## config.mk

```make
export PLATFORM = sky130hd
export DESIGN_NAME = rv_dmem_arb_flat
export DESIGN_NICKNAME = d
export VERILOG_FILES = /design/src/rtl/rv_dmem_arb_if.sv /design/src/rtl/rv_dmem_arb.sv /design/src/flat_wrapper.sv
export SDC_FILE = /design/constraint.sdc
export NUM_CORES = 1
export LEC_CHECK = 0
export CORE_AREA = 2 2 114 116
export CTS_CLUSTER_DIAMETER = 150
export DETAILED_ROUTE_END_ITERATION = 10
export DIE_AREA = 0 0 116 118
export PLACE_DENSITY_LB_ADDON = 0.08
export SYNTH_ARGS = -nofsm -noshare
export SYNTH_HDL_FRONTEND = slang
export SYNTH_SLANG_ARGS = --single-unit
```

## constraint.sdc

```tcl
create_clock -name clk -period 4.4 [get_ports clk]
set_clock_uncertainty 0.1 [all_clocks]
set_input_delay 1.1 -clock clk [delete_from_list [all_inputs] [get_ports clk]]
set_output_delay 1.1 -clock clk [all_outputs]
set_load 0.02 [all_outputs]
```

## src/rtl/rv_dmem_arb_if.sv

```systemverilog
// Bus bundle for the dpram port-B arbiter: core data bus, loader/debug bus and RAM port B.
// The arbiter takes the slave view; the surrounding core/loader/RAM environment takes the master view.
interface rv_dmem_arb_if #(
   parameter int AW = 15
);
   // core data bus
   logic [31:0]   c_adr;
   logic          c_re;
   logic [3:0]    c_we;
   logic [31:0]   c_dw;
   logic [31:0]   c_dr;
   logic          c_rdy;
   // loader / debug bus
   logic [31:0]   l_adr;
   logic          l_re;
   logic [3:0]    l_we;
   logic [31:0]   l_dw;
   logic          l_gnt;
   logic          l_ack;
   logic [31:0]   l_dr;
   // RAM port B
   logic          m_ena;
   logic [3:0]    m_we;
   logic [AW-3:0] m_adr;
   logic [31:0]   m_dw;
   logic [31:0]   m_dr;

   modport slave (
      input  c_adr, c_re, c_we, c_dw,
      output c_dr, c_rdy,
      input  l_adr, l_re, l_we, l_dw,
      output l_gnt, l_ack, l_dr,
      output m_ena, m_we, m_adr, m_dw,
      input  m_dr
   );

   modport master (
      output c_adr, c_re, c_we, c_dw,
      input  c_dr, c_rdy,
      output l_adr, l_re, l_we, l_dw,
      input  l_gnt, l_ack, l_dr,
      input  m_ena, m_we, m_adr, m_dw,
      output m_dr
   );
endinterface

```

## src/rtl/rv_dmem_arb.sv

```systemverilog
// Core/loader arbiter for dpram port B: core has priority, a wait counter lets a starved
// loader pre-empt one core access. Read data returns one cycle after the grant.
module rv_dmem_arb #(
   parameter int AW         = 15,
   parameter int STARVE_LIM = 4
) (
   input  logic         clk,
   input  logic         reset,
   rv_dmem_arb_if.slave bus
);
   localparam int WW = (STARVE_LIM < 1) ? 1 : $clog2(STARVE_LIM + 1);

   typedef struct packed {
      logic [31:0] adr;
      logic        re;
      logic [3:0]  we;
      logic [31:0] dw;
   } req_t;

   function automatic logic in_win(input logic [31:0] a);
      return (a >> AW) == 32'd0;
   endfunction

   req_t          creq_s, lreq_s;
   logic          c_op, l_op, creq, lreq, starved;
   logic          core_gnt, loader_gnt;
   logic [WW-1:0] wcnt;
   logic [1:0]    rsel;
   logic          l_ack_q;
   logic [31:0]   c_dr_q;
   logic          unused_adr_lsb;

   assign creq_s = '{adr: bus.c_adr, re: bus.c_re, we: bus.c_we, dw: bus.c_dw};
   assign lreq_s = '{adr: bus.l_adr, re: bus.l_re, we: bus.l_we, dw: bus.l_dw};

   assign c_op = creq_s.re | (|creq_s.we);
   assign l_op = lreq_s.re | (|lreq_s.we);
   assign creq = c_op & in_win(creq_s.adr);
   assign lreq = l_op & in_win(lreq_s.adr);

   // Loader wins alone, or when it has waited STARVE_LIM cycles against the core.
   assign starved    = (wcnt == WW'(STARVE_LIM));
   assign loader_gnt = ~reset & lreq & (~creq | starved);
   assign core_gnt   = ~reset & creq & ~loader_gnt;

   assign bus.c_rdy = reset | ~(creq & ~core_gnt);
   assign bus.l_gnt = loader_gnt;
   assign bus.m_ena = core_gnt | loader_gnt;

   always_comb begin
      bus.m_we  = '0;
      bus.m_adr = '0;
      bus.m_dw  = '0;
      if (core_gnt) begin
         bus.m_we  = creq_s.we;
         bus.m_adr = creq_s.adr[AW-1:2];
         bus.m_dw  = creq_s.dw;
      end else if (loader_gnt) begin
         bus.m_we  = lreq_s.we;
         bus.m_adr = lreq_s.adr[AW-1:2];
         bus.m_dw  = lreq_s.dw;
      end
   end

   always_ff @(posedge clk) begin
      if (reset) begin
         wcnt    <= '0;
         rsel    <= '0;
         l_ack_q <= 1'b0;
         c_dr_q  <= '0;
      end else begin
         if (~lreq | loader_gnt)
            wcnt <= '0;
         else if (!starved)
            wcnt <= wcnt + WW'(1);
         rsel    <= {core_gnt & creq_s.re, loader_gnt & lreq_s.re};
         // out-of-window loader accesses are acked without touching the RAM
         l_ack_q <= loader_gnt | (l_op & ~in_win(lreq_s.adr));
         if (rsel[1])
            c_dr_q <= bus.m_dr;
      end
   end

   // Gating with reset keeps a grant from the cycle before reset from surfacing.
   assign bus.l_ack = l_ack_q & ~reset;
   assign bus.c_dr  = (rsel[1] & ~reset) ? bus.m_dr : c_dr_q;
   assign bus.l_dr  = (rsel[0] & ~reset) ? bus.m_dr : 32'd0;

   assign unused_adr_lsb = ^{creq_s.adr[1:0], lreq_s.adr[1:0]};
endmodule

```

## src/flat_wrapper.sv

```systemverilog
// flat-port wrapper written by rule: the top's interface ports become plain ports
module rv_dmem_arb_flat 
#(
   parameter int AW         = 15,
   parameter int STARVE_LIM = 4
)
  (clk, reset, bus_c_adr, bus_c_re, bus_c_we, bus_c_dw, bus_c_dr, bus_c_rdy, bus_l_adr, bus_l_re, bus_l_we, bus_l_dw, bus_l_gnt, bus_l_ack, bus_l_dr, bus_m_ena, bus_m_we, bus_m_adr, bus_m_dw, bus_m_dr);
  rv_dmem_arb_if #(.AW(AW)) bus_i ();
  input  logic clk;
  input  logic reset;
  input wire logic [$bits(bus_i.c_adr)-1:0] bus_c_adr;
  input wire logic [$bits(bus_i.c_re)-1:0] bus_c_re;
  input wire logic [$bits(bus_i.c_we)-1:0] bus_c_we;
  input wire logic [$bits(bus_i.c_dw)-1:0] bus_c_dw;
  output wire logic [$bits(bus_i.c_dr)-1:0] bus_c_dr;
  output wire logic [$bits(bus_i.c_rdy)-1:0] bus_c_rdy;
  input wire logic [$bits(bus_i.l_adr)-1:0] bus_l_adr;
  input wire logic [$bits(bus_i.l_re)-1:0] bus_l_re;
  input wire logic [$bits(bus_i.l_we)-1:0] bus_l_we;
  input wire logic [$bits(bus_i.l_dw)-1:0] bus_l_dw;
  output wire logic [$bits(bus_i.l_gnt)-1:0] bus_l_gnt;
  output wire logic [$bits(bus_i.l_ack)-1:0] bus_l_ack;
  output wire logic [$bits(bus_i.l_dr)-1:0] bus_l_dr;
  output wire logic [$bits(bus_i.m_ena)-1:0] bus_m_ena;
  output wire logic [$bits(bus_i.m_we)-1:0] bus_m_we;
  output wire logic [$bits(bus_i.m_adr)-1:0] bus_m_adr;
  output wire logic [$bits(bus_i.m_dw)-1:0] bus_m_dw;
  input wire logic [$bits(bus_i.m_dr)-1:0] bus_m_dr;
  assign bus_i.c_adr = bus_c_adr;
  assign bus_i.c_re = bus_c_re;
  assign bus_i.c_we = bus_c_we;
  assign bus_i.c_dw = bus_c_dw;
  assign bus_c_dr = bus_i.c_dr;
  assign bus_c_rdy = bus_i.c_rdy;
  assign bus_i.l_adr = bus_l_adr;
  assign bus_i.l_re = bus_l_re;
  assign bus_i.l_we = bus_l_we;
  assign bus_i.l_dw = bus_l_dw;
  assign bus_l_gnt = bus_i.l_gnt;
  assign bus_l_ack = bus_i.l_ack;
  assign bus_l_dr = bus_i.l_dr;
  assign bus_m_ena = bus_i.m_ena;
  assign bus_m_we = bus_i.m_we;
  assign bus_m_adr = bus_i.m_adr;
  assign bus_m_dw = bus_i.m_dw;
  assign bus_i.m_dr = bus_m_dr;
  rv_dmem_arb #(.AW(AW), .STARVE_LIM(STARVE_LIM)) u_core (.clk(clk), .reset(reset), .bus(bus_i));
endmodule
```

After elaboration in Yosys (flattened, before gate mapping)
Cells that the tools add are included.
- add/subtract/negate cells: 1
- equal/unequal tests: 1
- multiplexer cells: 8
- bitwise gates (word level): 27
- reduce and logical (&&, ||, !) cells: 5
- operator list (kind ; number):
    32-bit two-way mux ; 4
    32-bit logical NOT ; 2
    13-bit two-way mux ; 2
    1-bit bitwise AND ; 13
    4-bit two-way mux ; 2
    4-bit OR reduction ; 2
    1-bit NOT ; 7
    1-bit OR ; 7
    3-bit by 1-bit adder with 3-bit output, second input constant ; 1
    3-bit == test, second input constant ; 1
    2-bit OR reduction ; 1
- bits in registers: 38
- input bits: 172
- output and inout bits: 117
- logic and storage cells: 46

Depth between registers and ports, before layout
- word-level depth: 12
- mapped depth: 8
- depth with buffers taken out: 6

Worst setup path before layout
No wires, ideal clock.
- path type: in2out
- start point: input port bus_c_adr[16]
- end point: output port bus_m_adr[12]
- arrival time: 2.997 ns
- data required time: 3.200 ns
- setup slack: 0.203 ns
- cell stages on the path: 5
- path buffers: 1
- path through: or4_1 -> clkbuf_1 -> a211oi_2 -> nand3_1 -> a221oi_1
- cells in the longest elaborated chain, start to end: 8
- elaborated cells between the ends (all ways): 10
- those cells by class: 2 x mux; 7 x bitwise; 1 x reduce/logical
- ends and longest elaborated chain (item ; line ; RTL):
    start: declaration ; flat_wrapper.sv:11 ; input wire logic [$bits(bus_i.c_adr)-1:0] bus_c_adr;
    32-bit logical NOT (*) ; rv_dmem_arb.sv:21 ; return (a >> AW) == 32'd0;
    1-bit bitwise AND (*) ; rv_dmem_arb.sv:38 ; assign creq = c_op & in_win(creq_s.adr);
    1-bit NOT ; rv_dmem_arb.sv:43 ; assign loader_gnt = ~reset & lreq & (~creq | starved);
    1-bit OR ; rv_dmem_arb.sv:43 ;
    1-bit bitwise AND ; rv_dmem_arb.sv:43 ;
    1-bit NOT ; rv_dmem_arb.sv:44 ; assign core_gnt = ~reset & creq & ~loader_gnt;
    1-bit bitwise AND ; rv_dmem_arb.sv:44 ;
    13-bit two-way mux (*) ; rv_dmem_arb.sv:54 ; if (core_gnt) begin
    end: declaration ; flat_wrapper.sv:26 ; output wire logic [$bits(bus_i.m_adr)-1:0] bus_m_adr;
Mark *: on every way between the ends. The rest lies on a longest branch, timed or not.

Final worst setup path
- start point: input port bus_l_we[3]
- end point: output port bus_m_dw[26]
- cells in the longest elaborated chain, start to end: 8
- elaborated cells between the ends (all ways): 9
- those cells by class: 2 x mux; 6 x bitwise; 1 x reduce/logical
- ends and longest elaborated chain (item ; line ; RTL):
    start: declaration ; flat_wrapper.sv:19 ; input wire logic [$bits(bus_i.l_we)-1:0] bus_l_we;
    4-bit OR reduction (*) ; rv_dmem_arb.sv:37 ; assign l_op = lreq_s.re | (|lreq_s.we);
    1-bit OR (*) ; rv_dmem_arb.sv:37 ;
    1-bit bitwise AND (*) ; rv_dmem_arb.sv:39 ; assign lreq = l_op & in_win(lreq_s.adr);
    1-bit bitwise AND (*) (2 in series) ; rv_dmem_arb.sv:43 ;
    1-bit NOT ; rv_dmem_arb.sv:44 ;
    1-bit bitwise AND ; rv_dmem_arb.sv:44 ;
    32-bit two-way mux (*) ; rv_dmem_arb.sv:54 ;
    end: declaration ; flat_wrapper.sv:27 ; output wire logic [$bits(bus_i.m_dw)-1:0] bus_m_dw;
Marks and branches as above.

==> key figures <==
STA
  • Worst Hold Slack: around 370 ps
  • Final setup viols: 0
  • Max Freq: ~230 MHz
  • Max Slew Vio Count: 0
  • Worst Tran Pin Value: around 560 ps
  • Final cycle utilization of the critical path: roughly 100%
  • Final Hold Viols: 0
  • RSZ-0062 raised after global routing: yes
  • Max-slew headroom: between 60% and 70%
  • Setup tns final: 0 ps
  • Period minus WS final: between 4000 and 5000 ps

Logic synthesis
  • Main area contributors after synthesis: dfxtp_1, a221oi_2, mux2_2, nor3b_1, mux2i_1
  • Synth cell types: 37
  • Synth Warn #: 0
  • Post-synthesis sequential area ratio: 18.0%
  • Synth Area in Adders: less than 1%
  • Synth Cell Area: 4230 sq um
  • Most common cell in the synthesized netlist: nor2_1
  • Post-synthesis mux area share: 16.1%
  • Xor and xnor area share after synthesis: less than 1%
  • Synth Area in Simple Gates: 31.7%
  • Yosys reg bits: 38
  • Mapped Nets: ~700
  • Largest family of logic cells by synthesized area: simple AND/OR/NAND/NOR gates
  • Most frequent cells after synthesis: nor2_1, nand3_1, a31oi_1
  • Largest area contributor in the netlist: dfxtp_1
  • Top cell type's share of synthesized area: 18.0%
  • Mapped Cells: between 500 and 600
  • Async set-reset flop share out of synthesis: 0%
  • Synthesized area per cell: between 8 and 9 sq um
  • Number of synthesized flops with an enable pin: 0
  • Complex-gate fraction of the synthesized area: about 25%
  • Synth Flop Type: dfxtp_1

Finish
  • Final nets: 1,015
  • Fraction of layout cells with a size suffix above 1: between 30% and 40%
  • Design area: 8510 sq um
  • Area growth syn-to-layout: 101%

Floorplan
  • Core area: between 10,000 and 15,000 sq um
  • Die Width: approximately 120 um
  • Die Y: around 120 um
  • Row Count: slightly above 40
  • Initial cell density of the core: 34.0%
  • Top Ports: approximately 290
  • Die footprint: roughly 14,000 sq um

Critical path
  • Worst setup EP type: output pin
  • Worst endpoint data arrival time: approximately 3200 ps
  • CP Max Fanout: 6
  • WS Path Type: in2out
  • Setup crit start kind: input pin
  • WP data required: roughly 3200 ps

Clock network
  • Clock transition at path regs: around 60 ps
  • CTS Buffer Depth: 2
  • CTS Buf Count: 5
  • CTS H-tree lvls: 2
  • CTS sink cnt: 38
  • Latest clock arrival within the worst-skew pair: 280 ps
  • Root buf cell: clkbuf_16
  • CTS tree: built

Detailed routing
  • Iteration-0 DRC count of the detailed router: slightly above 300
  • Antenna viol nets, final: 0
  • Vias/cell: about 5.4
  • Post-route DRC: 0
  • DR WL/cell: between 15 and 20 um
  • DR pass1 iterations: 4
  • Via Count: approximately 5,500
  • WL final: ~18,000 um

Pwr
  • P_sw: 0.241 mW
  • Tot Pwr: 1.08 mW
  • Register share of total power: 31.9%
  • Comb pwr share: roughly a quarter
  • PD cells: 127 nW/um^2
  • P_leak: roughly 3 nW
  • Switch share: around 22%
  • Int Power: 0.841 mW
  • Clock power frac: 42.9%
  • VDD IR max: 0.141 mV

Placed design
  • IO Port Bufs: 284
  • Placer congestion estimate: slightly below 0.8
  • Post-DP HPWL: 12,400 um
  • Placed inst area: 7620 sq um

Min path
  • Hold WC Path Type: reg2reg

Global route
  • Global-route usage over all layers: about 25%
  • Initial antenna violation count: 2
  • Grt ovf: 0
  • First-pass GRT wire length: about 28,000 um
  • Vias in the first global route: approximately 5,500
  • Largest net degree at the start of global routing: 48

Run status
  • Status: completed

Job
  • Max-cap violations: 0
[per-stage QoR]
stage,util (%),setup slack (ps),std cells
CTS,66.3,5.48,1008
global route,68.6,-73.9,1016
global placement,61.4,-771,975
detailed placement,61.4,-805,975
floorplan,-,203,522
finish,68.6,17.1,1016
[metal layers]
layer | vias up | global-route usage (%) | part of all wire, %
li1 | 2629 | - | -
met2 | 227 | 46.0 | 52
met3 | 39 | 5.41 | 8.0
met1 | 2605 | 27.2 | 37
met4 | 2 | 7.37 | 2.7
met5 | - | 0 | 0.050
[layout make-up]
class / instances / area (sq um)
repair buffers: 373 / 3900
fillers: 1050 / 3900
multi-input cells: 417 / 3410
flip-flops and latches: 38 / 762
well taps: 172 / 215
clock buffers: 5 / 125
clock inverters: 3 / 68.8
inverters: 6 / 22.5
diodes: 2 / 5.00
[sequential cells by signal (all words and copies together) (netlist names)]
name            count
u_core.c_dr_q      32
u_core.l_ack_q      1
u_core.rsel         2
u_core.wcnt         3
[critical path: stages]
cell and delay [ps]:
clkdlybuf4s50_1 450, or4_4 560, buf_4 150, o21ba_4 200, o211ai_4 90, buf_12 170
buf_12 120, buf_12 120, a221oi_2 60, buf_4 160
[final timing paths]
path	start	to	slack (ps)	cells past startpoint
setup / recovery	bus_l_we[3]	bus_m_dw[26]	20	10
setup reg to reg	u_core.wcnt[0]	u_core.rsel[0]	2380	9
hold / removal	u_core.wcnt[0]	u_core.wcnt[0]	370	1
hold reg to reg	u_core.wcnt[0]	u_core.wcnt[0]	370	1
[power groups by stage]
stage	Sequential, mW	Combinational, mW	Clock (mW)
4_1_cts	0.345	0.265	0.471
3_3_place_gp	0.352	0.253	0
5_1_grt	0.345	0.291	0.487
6_report	0.345	0.273	0.464
3_5_place_dp	0.352	0.259	0
2_1_floorplan	0.352	0.0658	0
[logic make-up (layout without fill, tap and decap cells)]
| kind of cell | after synthesis | after routing |
|---|---|---|
| xor gates and xnor gates | 1 | 1 |
| adders and majority gates | 2 | 2 |
| other | 0 | 2 |
| muxes | 64 | 64 |
| AOI/OAI and AO/OA | 102 | 102 |
| DFF | 38 | 38 |
| and+or+nand+nor | 248 | 248 |
| buffers and inverters | 67 | 387 |
[cells in the final DEF, fill, tap and decap left out, types with 3 or more instances in the layout]
cell	netlist	routed
a221oi_2	44	45
a31oi_1	47	47
and2_1	33	33
buf_12	0	23
buf_16	0	10
buf_2	10	16
buf_4	0	78
buf_6	10	15
clkbuf_16	0	6
clkbuf_2	0	4
clkdlybuf4s15_1	0	6
clkdlybuf4s50_1	0	209
dfxtp_1	38	37
dlygate4sd2_1	0	6
dlymetal6s2s_1	0	4
inv_1	6	6
mux2_2	32	32
mux2i_1	32	32
nand2_1	7	7
nand3_1	50	39
nand3_2	0	5
nand3_4	0	6
nand4_1	3	3
nor2_1	83	77
nor2_2	0	4
nor3_1	4	4
nor3b_1	45	43
nor4_2	1	3
nor4_4	0	4
or4_4	2	7
[what timing repair did]
action | CTS | global route
cloned | 12 | 1
hold buffers | 0 | 0
setup endpoints to repair | 52 | 49
setup buffers | 14 | 6
pin swaps | 22 | 22
resized for setup | 311 | 56
No activity file was read; power rests on OpenSTA's default activity.
